`config.mk`:
```
export PLATFORM = sky130hd
export DESIGN_NAME = ex_mem_flags
export DESIGN_NICKNAME = d
export VERILOG_FILES = /design/src/rtl/ex_mem_flags.sv
export SDC_FILE = /design/constraint.sdc
export NUM_CORES = 1
export LEC_CHECK = 0
export BUFFER_PORTS_ARGS = -buffer_cell sky130_fd_sc_hd__buf_2
export CAP_MARGIN = 20
export CORE_UTILIZATION = 43
export CTS_BUF_LIST = sky130_fd_sc_hd__clkbuf_16
export CTS_CLUSTER_SIZE = 16
export DETAILED_ROUTE_END_ITERATION = 10
export GPL_ROUTABILITY_DRIVEN = 0
export PLACE_DENSITY = 0.79
export SETUP_SLACK_MARGIN = 0.02
export SLEW_MARGIN = 10
export SYNTH_ARGS = -nofsm -noshare
export SYNTH_HDL_FRONTEND = slang
export SYNTH_SLANG_ARGS = --single-unit
```
`constraint.sdc`:
```
create_clock -name clk -period 1.6 [get_ports clk]
set_input_delay 0.24 -clock clk [delete_from_list [all_inputs] [get_ports clk]]
set_output_delay 0.24 -clock clk [all_outputs]
set_load 0.005 [all_outputs]
```
`src/rtl/ex_mem_flags.sv`:
```
// EX/MEM pipeline register with the architectural Z/N/V flag register.
// Resolves conditional branches in EX against the flags written by older
// instructions and hands the registered outcome to the MEM stage.
module ex_mem_flags #(
    parameter int WIDTH    = 16,
    parameter int REG_BITS = 4
) (
    input  logic                clk,
    input  logic                rst,
    input  logic                stall,
    input  logic                flush,
    input  logic                ex_valid,
    input  logic [WIDTH-1:0]    alu_dst,
    input  logic                alu_ov,
    input  logic                alu_zr,
    input  logic                ex_set_znv,
    input  logic                ex_set_z,
    input  logic                ex_br,
    input  logic [2:0]          ex_cond,
    input  logic [WIDTH-1:0]    ex_br_target,
    input  logic [REG_BITS-1:0] ex_rd,
    input  logic                ex_we,
    input  logic                ex_mem_re,
    input  logic                ex_mem_we,
    input  logic [WIDTH-1:0]    ex_store_data,
    output logic                mem_valid,
    output logic                mem_we,
    output logic                mem_re,
    output logic                mem_wr,
    output logic [REG_BITS-1:0] mem_rd,
    output logic [WIDTH-1:0]    mem_result,
    output logic [WIDTH-1:0]    mem_store_data,
    output logic                mem_br_taken,
    output logic [WIDTH-1:0]    mem_br_target,
    output logic                flag_z,
    output logic                flag_n,
    output logic                flag_v
);

    // Branch condition decode against a flag set.
    function automatic logic cond_eval(input logic [2:0] cond,
                                       input logic z, input logic n, input logic v);
        logic t;
        case (cond)
            3'b000:  t = ~z;
            3'b001:  t = z;
            3'b010:  t = ~z & ~n;
            3'b011:  t = n;
            3'b100:  t = z | ~n;
            3'b101:  t = n | z;
            3'b110:  t = v;
            default: t = 1'b1;
        endcase
        return t;
    endfunction

    logic                valid_q, valid_d;
    logic                we_q, we_d;
    logic                re_q, re_d;
    logic                wr_q, wr_d;
    logic [REG_BITS-1:0] rd_q, rd_d;
    logic [WIDTH-1:0]    result_q, result_d;
    logic [WIDTH-1:0]    store_data_q, store_data_d;
    logic                br_taken_q, br_taken_d;
    logic [WIDTH-1:0]    br_target_q, br_target_d;
    logic                flag_z_q, flag_z_d;
    logic                flag_n_q, flag_n_d;
    logic                flag_v_q, flag_v_d;
    logic                accept;
    logic                cond_true;
    logic signed [WIDTH-1:0] alu_dst_s;

    assign alu_dst_s = alu_dst;

    // Next-state: bubble on flush or empty EX, hold on stall, else capture EX.
    always_comb begin
        valid_d      = valid_q;
        we_d         = we_q;
        re_d         = re_q;
        wr_d         = wr_q;
        rd_d         = rd_q;
        result_d     = result_q;
        store_data_d = store_data_q;
        br_taken_d   = br_taken_q;
        br_target_d  = br_target_q;
        flag_z_d     = flag_z_q;
        flag_n_d     = flag_n_q;
        flag_v_d     = flag_v_q;

        accept    = ex_valid & ~stall & ~flush;
        // Flags seen here are those committed by older instructions; the
        // flag write of the previous instruction has already landed.
        cond_true = cond_eval(ex_cond, flag_z_q, flag_n_q, flag_v_q);

        if (flush || (!stall && !ex_valid)) begin
            // Bubble: controls cleared, data fields keep their stale contents.
            valid_d    = 1'b0;
            we_d       = 1'b0;
            re_d       = 1'b0;
            wr_d       = 1'b0;
            br_taken_d = 1'b0;
        end else if (accept) begin
            valid_d      = 1'b1;
            we_d         = ex_we & (ex_rd != '0);
            re_d         = ex_mem_re;
            wr_d         = ex_mem_we;
            rd_d         = ex_rd;
            result_d     = alu_dst;
            store_data_d = ex_store_data;
            br_taken_d   = ex_br & cond_true;
            br_target_d  = ex_br_target;
        end

        // Branches never write flags even if a set bit is wrongly asserted.
        if (accept && !ex_br) begin
            if (ex_set_znv) begin
                flag_z_d = alu_zr;
                flag_n_d = alu_dst_s < 0;
                flag_v_d = alu_ov;
            end else if (ex_set_z) begin
                flag_z_d = alu_zr;
            end
        end
    end

    // State registers with synchronous reset clearing every output and flag.
    always_ff @(posedge clk) begin
        if (rst) begin
            valid_q      <= 1'b0;
            we_q         <= 1'b0;
            re_q         <= 1'b0;
            wr_q         <= 1'b0;
            rd_q         <= '0;
            result_q     <= '0;
            store_data_q <= '0;
            br_taken_q   <= 1'b0;
            br_target_q  <= '0;
            flag_z_q     <= 1'b0;
            flag_n_q     <= 1'b0;
            flag_v_q     <= 1'b0;
        end else begin
            valid_q      <= valid_d;
            we_q         <= we_d;
            re_q         <= re_d;
            wr_q         <= wr_d;
            rd_q         <= rd_d;
            result_q     <= result_d;
            store_data_q <= store_data_d;
            br_taken_q   <= br_taken_d;
            br_target_q  <= br_target_d;
            flag_z_q     <= flag_z_d;
            flag_n_q     <= flag_n_d;
            flag_v_q     <= flag_v_d;
        end
    end

    assign mem_valid      = valid_q;
    assign mem_we         = we_q;
    assign mem_re         = re_q;
    assign mem_wr         = wr_q;
    assign mem_rd         = rd_q;
    assign mem_result     = result_q;
    assign mem_store_data = store_data_q;
    assign mem_br_taken   = br_taken_q;
    assign mem_br_target  = br_target_q;
    assign flag_z         = flag_z_q;
    assign flag_n         = flag_n_q;
    assign flag_v         = flag_v_q;

endmodule

```
==> results of run 1 <==
cells by family (layout without fill, tap and decap cells):
logic type / Yosys count / after routing / synth area share (%)
AND/OR/NAND/NOR: 130 / 130 / 24.4
multiplexers: 3 / 3 / 1.38
AO/OA/AOI/OAI: 61 / 61 / 14.7
buffers and inverters: 19 / 150 / 4.42
flip-flops: 60 / 60 / 55.1
through the flow:
stage,cells,worst slack [ns],hold slack (ns)
5_1_grt,471,0.362,0.157
6_report,471,0.438,0.154
3_3_place_gp,455,0.157,0.439
3_5_place_dp,455,0.119,0.442
2_1_floorplan,273,0.281,0.376
4_1_cts,471,0.455,0.146
final cells by class:
| cell class | instances | area [µm²] | share of cell area, % |
|---|---|---|---|
| Timing Repair Buffer | 134 | 688 | 22.1 |
| Tap cell | 67 | 83.8 | 2.69 |
| Clock buffer | 9 | 225 | 7.22 |
| Sequential cell | 60 | 1200 | 38.5 |
| Clock inverter | 7 | 33.8 | 1.08 |
| Multi-Input combinational cell | 194 | 888 | 28.5 |
layer usage:
layer  wire length, µm  track usage, %  vias to the layer above  share of wire [%]
met2              2770            38.2                       86                 51
met4                58            11.1                        0                1.1
met3               335            7.73                        6                6.2
met5                 0               0                        -                  0
li1                  -               -                     1141                  -
met1              2260            22.0                     1008                 42
registers in the layout, indices dropped and copies added, names as in the netlist:
signal and count:
mem_br_target 16, mem_result 16, mem_store_data 16, mem_rd 4
flag_n 1, flag_v 1, flag_z 1, mem_br_taken 1
mem_re 1, mem_valid 1, mem_we 1, mem_wr 1
final timing paths:
| path | cells after the start | to | startpoint | slack, ns |
|---|---|---|---|---|
| worst max register to register | 4 | mem_br_taken$_SDFFE_PP0P_ | flag_z$_SDFFE_PP0P_ | 0.49 |
| worst min-delay path | 3 | flag_v$_SDFFE_PP0P_ | alu_ov | 0.15 |
| worst max-delay path | 5 | flag_z$_SDFFE_PP0P_ | stall | 0.44 |
| worst min register to register | 2 | mem_we$_SDFFE_PP0P_ | mem_we$_SDFFE_PP0P_ | 0.44 |
cells in the mapped netlist, types with 2 or more instances:
cell type  count
nand3_1        2
nor2b_1        2
a21oi_1       55
buf_6          2
nand2_1      109
nor3b_1        2
buf_2          8
nand3b_1       3
nor2_1         8
clkbuf_1       9
mux2i_1        3
o21ai_0        3
dfxtp_1       60
power groups by stage:
stage,sequential (mW),clock (mW),combinational (mW)
finish,1.56,1.63,0.276
global route,1.57,1.75,0.311
CTS,1.56,1.68,0.280
detailed placement,1.59,0,0.279
global placement,1.59,0,0.273
floorplan,1.60,0,0.118
critical path, stage by stage:
cell and delay [ns]:
buf_2 0.12, or3b_2 0.53, nor3_2 0.21, mux2i_1 0.21, nor2_1 0.05
==> impl_metrics.csv, run 1 <==
group,metric,value,unit
timing,finalHoldViolCount,0,
layout,diodes,0,
route,dr.pass1.iters,4,
route,postRouteAntennaNets,0,
clock_tree,clk_pin_slew,0.05,ns
floorplanning,start_util,45.6,%
timing,rsz0062_at_grt,"false",
yosys,syn_area_per_cell,7.99,µm²
layout,fillers,450,
route,drt_iter0_drc,82,
global_route,overflow,0,
timing,slew_headroom,76.5,%
timing,period_share,72.6,%
timing,final_max_slew_viol_count,0,
placed_design,numPortBuffers,127,
yosys,ys_types,20,
critical_path,startpoint_type,"primary input",
yosys,syn_inst,273,
layout,areaGrowthSynthToFinish,43.1,%
min_path,worstHoldPathType,"primary input to flip-flop",
yosys,syn-cell-area,0.00218,mm²
yosys,syn_nets,341,
clock_tree,htree_levels,3,
global_route,antenna_found_initial,0,
critical_path,cp_max_fo,5,
placed_design,hpwl,3830,µm
route,drt-total-wl,5410,µm
clock_tree,cts_max_path_buffers,2,
power,p_switching,779,µW
placed_design,placed_area,0.00286,mm²
timing,worstMarginPinSlew,0.353,ns
power,clkPwrFrac,47.0,%
floorplanning,dieArea,0.00536,mm²
floorplanning,io_pins,128,
timing,fin_tns_setup,0,ns
timing,setup_violations,0,
layout,finalInstanceArea,0.00312,mm²
yosys,synth_area_leaders,"dfxtp_1, nand2_1, a21oi_1",
clock_tree,cts_inserted_buffers,9,
layout,nets,467,
global_route,grt_usage,21.5,%
route,routedWlPerCell,11.5,µm
floorplanning,fp.dieW,73.2,µm
timing,fin_skew,0.00304,ns
layout,drive_above_1_share,37.4,%
layout,layout_common_cells,"buf_2, nand2_1, dfxtp_1",
global_route,grt_pass1_wl,8690,µm
yosys,synth_area_leader_cell,"dfxtp_1",
global_route,first_global_vias,2092,
power,power.leakage,1.45,nW
layout,utilization,65.2,%
clock_tree,ctsHoldBuffers,0,
critical_path,cp.arrival,1.36,ns
clock_tree,cts_tree,"done",
yosys,synth.ff_latch_count,60,
outcome,status,"completed",
yosys,synth_edf_count,0,
critical_path,crit_type,"primary input to flip-flop",
timing,fin_crit,1.16,ns
yosys,ys_async_sr_fraction,0,%
yosys,yosysTopAreaCellShare,55.1,%
clock_tree,root_buffer,"clkbuf_16",
clock_tree,clk_latency,0.32,ns
floorplanning,rows,25,
power,intPower,2.70,mW
power,combPwrFrac,8.0,%
yosys,yosys_warnings,0,
power,ir_worst_vdd,0.856,mV
clock_tree,cts_sinks,60,
critical_path,required,1.80,ns
route,viasPerCell,4.76,
clock_tree,cts_post_setup_buffers_inserted,0,
power,power.total,3.47,mW
global_route,grt_max_degree,36,
power,p_sw_share,22.4,%
yosys,ys_seq_area_share,55.1,%
timing,fmax,860,MHz
floorplanning,fp.dieH,73.2,µm
flow_run,cap_violations,0,
floorplanning,core_area,0.00479,mm²
power,power_density,1110,mW/mm²
power,p_seq_share,45.0,%
route,vias,2241,
clock_tree,post_cts_resized,0,
yosys,synth_ff_type,"dfxtp_1",
layout,final_common_cell,"buf_2",
critical_path,critPathCaptureType,"flip-flop",
route,post-route-drc-count,0,
(Power assumes the default switching activity.)
==> inputs of run 2 (changes only) <==
--- a/config.mk
+++ b/config.mk
@@ -7,12 +7,12 @@
 export LEC_CHECK = 0
 export BUFFER_PORTS_ARGS = -buffer_cell sky130_fd_sc_hd__buf_2
 export CAP_MARGIN = 20
-export CORE_UTILIZATION = 43
+export CORE_UTILIZATION = 39
 export CTS_BUF_LIST = sky130_fd_sc_hd__clkbuf_16
 export CTS_CLUSTER_SIZE = 16
 export DETAILED_ROUTE_END_ITERATION = 10
 export GPL_ROUTABILITY_DRIVEN = 0
-export PLACE_DENSITY = 0.79
+export PLACE_DENSITY = 0.76
 export SETUP_SLACK_MARGIN = 0.02
 export SLEW_MARGIN = 10
 export SYNTH_ARGS = -nofsm -noshare
==> constraint.sdc (replaced) <==
create_clock -name clk -period 0.95 [get_ports clk]
set_input_delay 0.1425 -clock clk [delete_from_list [all_inputs] [get_ports clk]]
set_output_delay 0.1425 -clock clk [all_outputs]
set_load 0.005 [all_outputs]
==> run 2 against run 1 <==
Compared with the run above:
- the run now ends with negative setup slack left
- core utilization is 0.80 points higher
- sequential power is 69% higher
- count of clock-buffer cells in the layout stayed put
- clock skew is 0.0012 ns lower
- critical path type is now flip-flop to output port
- critical endpoint is now flag_z
==> impl_metrics.csv, run 2 (synthesis results as in run 1) <==
group,metric,value,unit
timing,slew_headroom,79.5,%
layout,fillers,456,
placed_design,numPortBuffers,127,
clock_tree,cts_max_path_buffers,2,
timing,rsz0062_at_grt,"true",
clock_tree,htree_levels,3,
global_route,first_global_vias,2146,
timing,period_share,108,%
layout,utilization,66.0,%
critical_path,required,0.81,ns
critical_path,cpPeakStageDelay,0.36,ns
critical_path,critPathCaptureType,"output port",
min_path,worstHoldPathType,"primary input to flip-flop",
outcome,violations,"negative setup slack",
critical_path,crit_type,"flip-flop to output port",
global_route,grt_usage,19.6,%
timing,postLayoutSetupSlackWorst,-0.0751,ns
critical_path,crit_slowest_cell,"dfxtp_4",
clock_tree,cts_inserted_buffers,9,
layout,register_area,0.00122,mm²
timing,setup_violations,2,
power,power.leakage,1.59,nW
route,routedWlPerCell,11.9,µm
layout,nets,485,
clock_tree,cts_sinks,60,
clock_tree,root_buffer,"clkbuf_16",
global_route,grt_pass1_wl,9320,µm
route,viasPerCell,4.67,
critical_path,startpoint,"flag_z$_SDFFE_PP0P_",
clock_tree,clk_latency,0.31,ns
critical_path,path_cells,"buf_6 -> buf_6",
route,drt_iter0_drc,75,
floorplanning,io_pins,128,
critical_path,cp_max_fo,4,
layout,final_common_cell,"buf_2",
floorplanning,fp.dieH,76.8,µm
layout,multi_input_area,950,µm²
critical_path,endpoint,"flag_z",
global_route,antenna_found_initial,0,
placed_design,hpwl,4000,µm
timing,fin_skew,0.00180,ns
critical_path,r2r_start,"flag_z$_SDFFE_PP0P_",
timing,fmax,976,MHz
floorplanning,dieArea,0.00590,mm²
floorplanning,fp.dieW,76.8,µm
layout,areaGrowthSynthToFinish,58.5,%
global_route,overflow,0,
critical_path,cp.depth,2,
power,power.total,5.91,mW
global_route,grt_max_degree,30,
route,dr.pass1.iters,4,
route,drt-total-wl,5810,µm
critical_path,cp.buffers_inverters,2,
outcome,status,"finished with violations",
flow_run,cap_violations,0,
power,ir_worst_vdd,1.32,mV
floorplanning,rows,26,
critical_path,r2r_cells,4,
timing,final_max_slew_viol_count,0,
critical_path,r2r_setup_slack,-0.08,ns
floorplanning,core_area,0.00524,mm²
timing,worstMarginPinSlew,0.305,ns
floorplanning,start_util,41.6,%
critical_path,critical-path-top-delay-family,"flip-flops",
critical_path,startpoint_type,"flip-flop",
clock_tree,cts_tree,"done",
layout,drive_above_1_share,45.2,%
layout,diodes,0,
route,postRouteAntennaNets,0,
critical_path,cp.arrival,0.88,ns
timing,fin_crit,1.03,ns
power,power_density,1710,mW/mm²
route,vias,2289,
critical_path,crit_top_cell,"buf_6",
layout,layout_common_cells,"buf_2, nand2_1, a21oi_1",
critical_path,r2r-end,"mem_br_taken$_SDFFE_PP0P_",
route,post-route-drc-count,0,
timing,finalHoldViolCount,0,
clock_tree,clk_pin_slew,0.05,ns
==> run 2: layout make-up <==
class                           instances  share of cell area [%]
Multi-Input combinational cell        194                    27.5
Clock inverter                          5                   0.651
Timing Repair Buffer                  152                    27.6
Sequential cell                        60                    35.3
Tap cell                               70                    2.53
Clock buffer                            9                    6.51
==> run 2: worst min path at each step <==
stage / start / to / cells after the start
2_1_floorplan: ex_br_target[0] / mem_br_target[0]$_SDFFE_PP0P_ / 2
6_report: ex_store_data[4] / mem_store_data[4]$_SDFFE_PP0P_ / 3
4_1_cts: alu_dst[12] / mem_result[12]$_SDFFE_PP0P_ / 3
3_5_place_dp: ex_store_data[2] / mem_store_data[2]$_SDFFE_PP0P_ / 3
5_1_grt: ex_store_data[4] / mem_store_data[4]$_SDFFE_PP0P_ / 3
3_3_place_gp: ex_store_data[4] / mem_store_data[4]$_SDFFE_PP0P_ / 3
==> run 2: power breakdown <==
part | internal (mW) | switching [mW]
Sequential | 2.60 | 0.0354
Clock | 1.69 | 0.991
Combinational | 0.313 | 0.280
Total | 4.60 | 1.31
==> run 2: tightest hold or removal path: cells and delay by family <==
| family | cells | cell delay [ns] |
|---|---|---|
| AOI/OAI and AO/OA | 1 | 0.05 |
| buffers and inverters | 1 | 0.10 |
| and+or+nand+nor | 1 | 0.04 |
==> run 2: metrics by stage <==
step	instance area, µm²	setup WS [ns]	hold WS (ns)	instances	setup TNS [ns]
after floorplan	2200	-0.219	0.278	273	-8.55
after global placement	2980	-0.399	0.383	470	-21.49
after detailed placement	2980	-0.440	0.390	470	-21.98
after CTS	3280	-0.0793	0.0617	485	-0.154
after global routing	3460	-0.130	0.0691	490	-0.486
final	3460	-0.0751	0.0664	490	-0.146
==> run 2: routing by layer <==
| layer | share of wire, % | global-route usage [%] | up-vias |
|---|---|---|---|
| li1 | - | - | 1180 |
| met1 | 44 | 23.3 | 1023 |
| met2 | 48 | 33.9 | 81 |
| met3 | 6.8 | 4.76 | 5 |
| met4 | 1.0 | 7.12 | 0 |
| met5 | 0 | 0 | - |
==> run 2: timing repair <==
item / CTS / global route
gates resized for setup: 13 / 30
gates cloned: 0 / 3
setup buffers: 1 / 2
hold buffers: 0 / 0
setup endpoints to repair: 60 / 44
pin swaps: 9 / 10
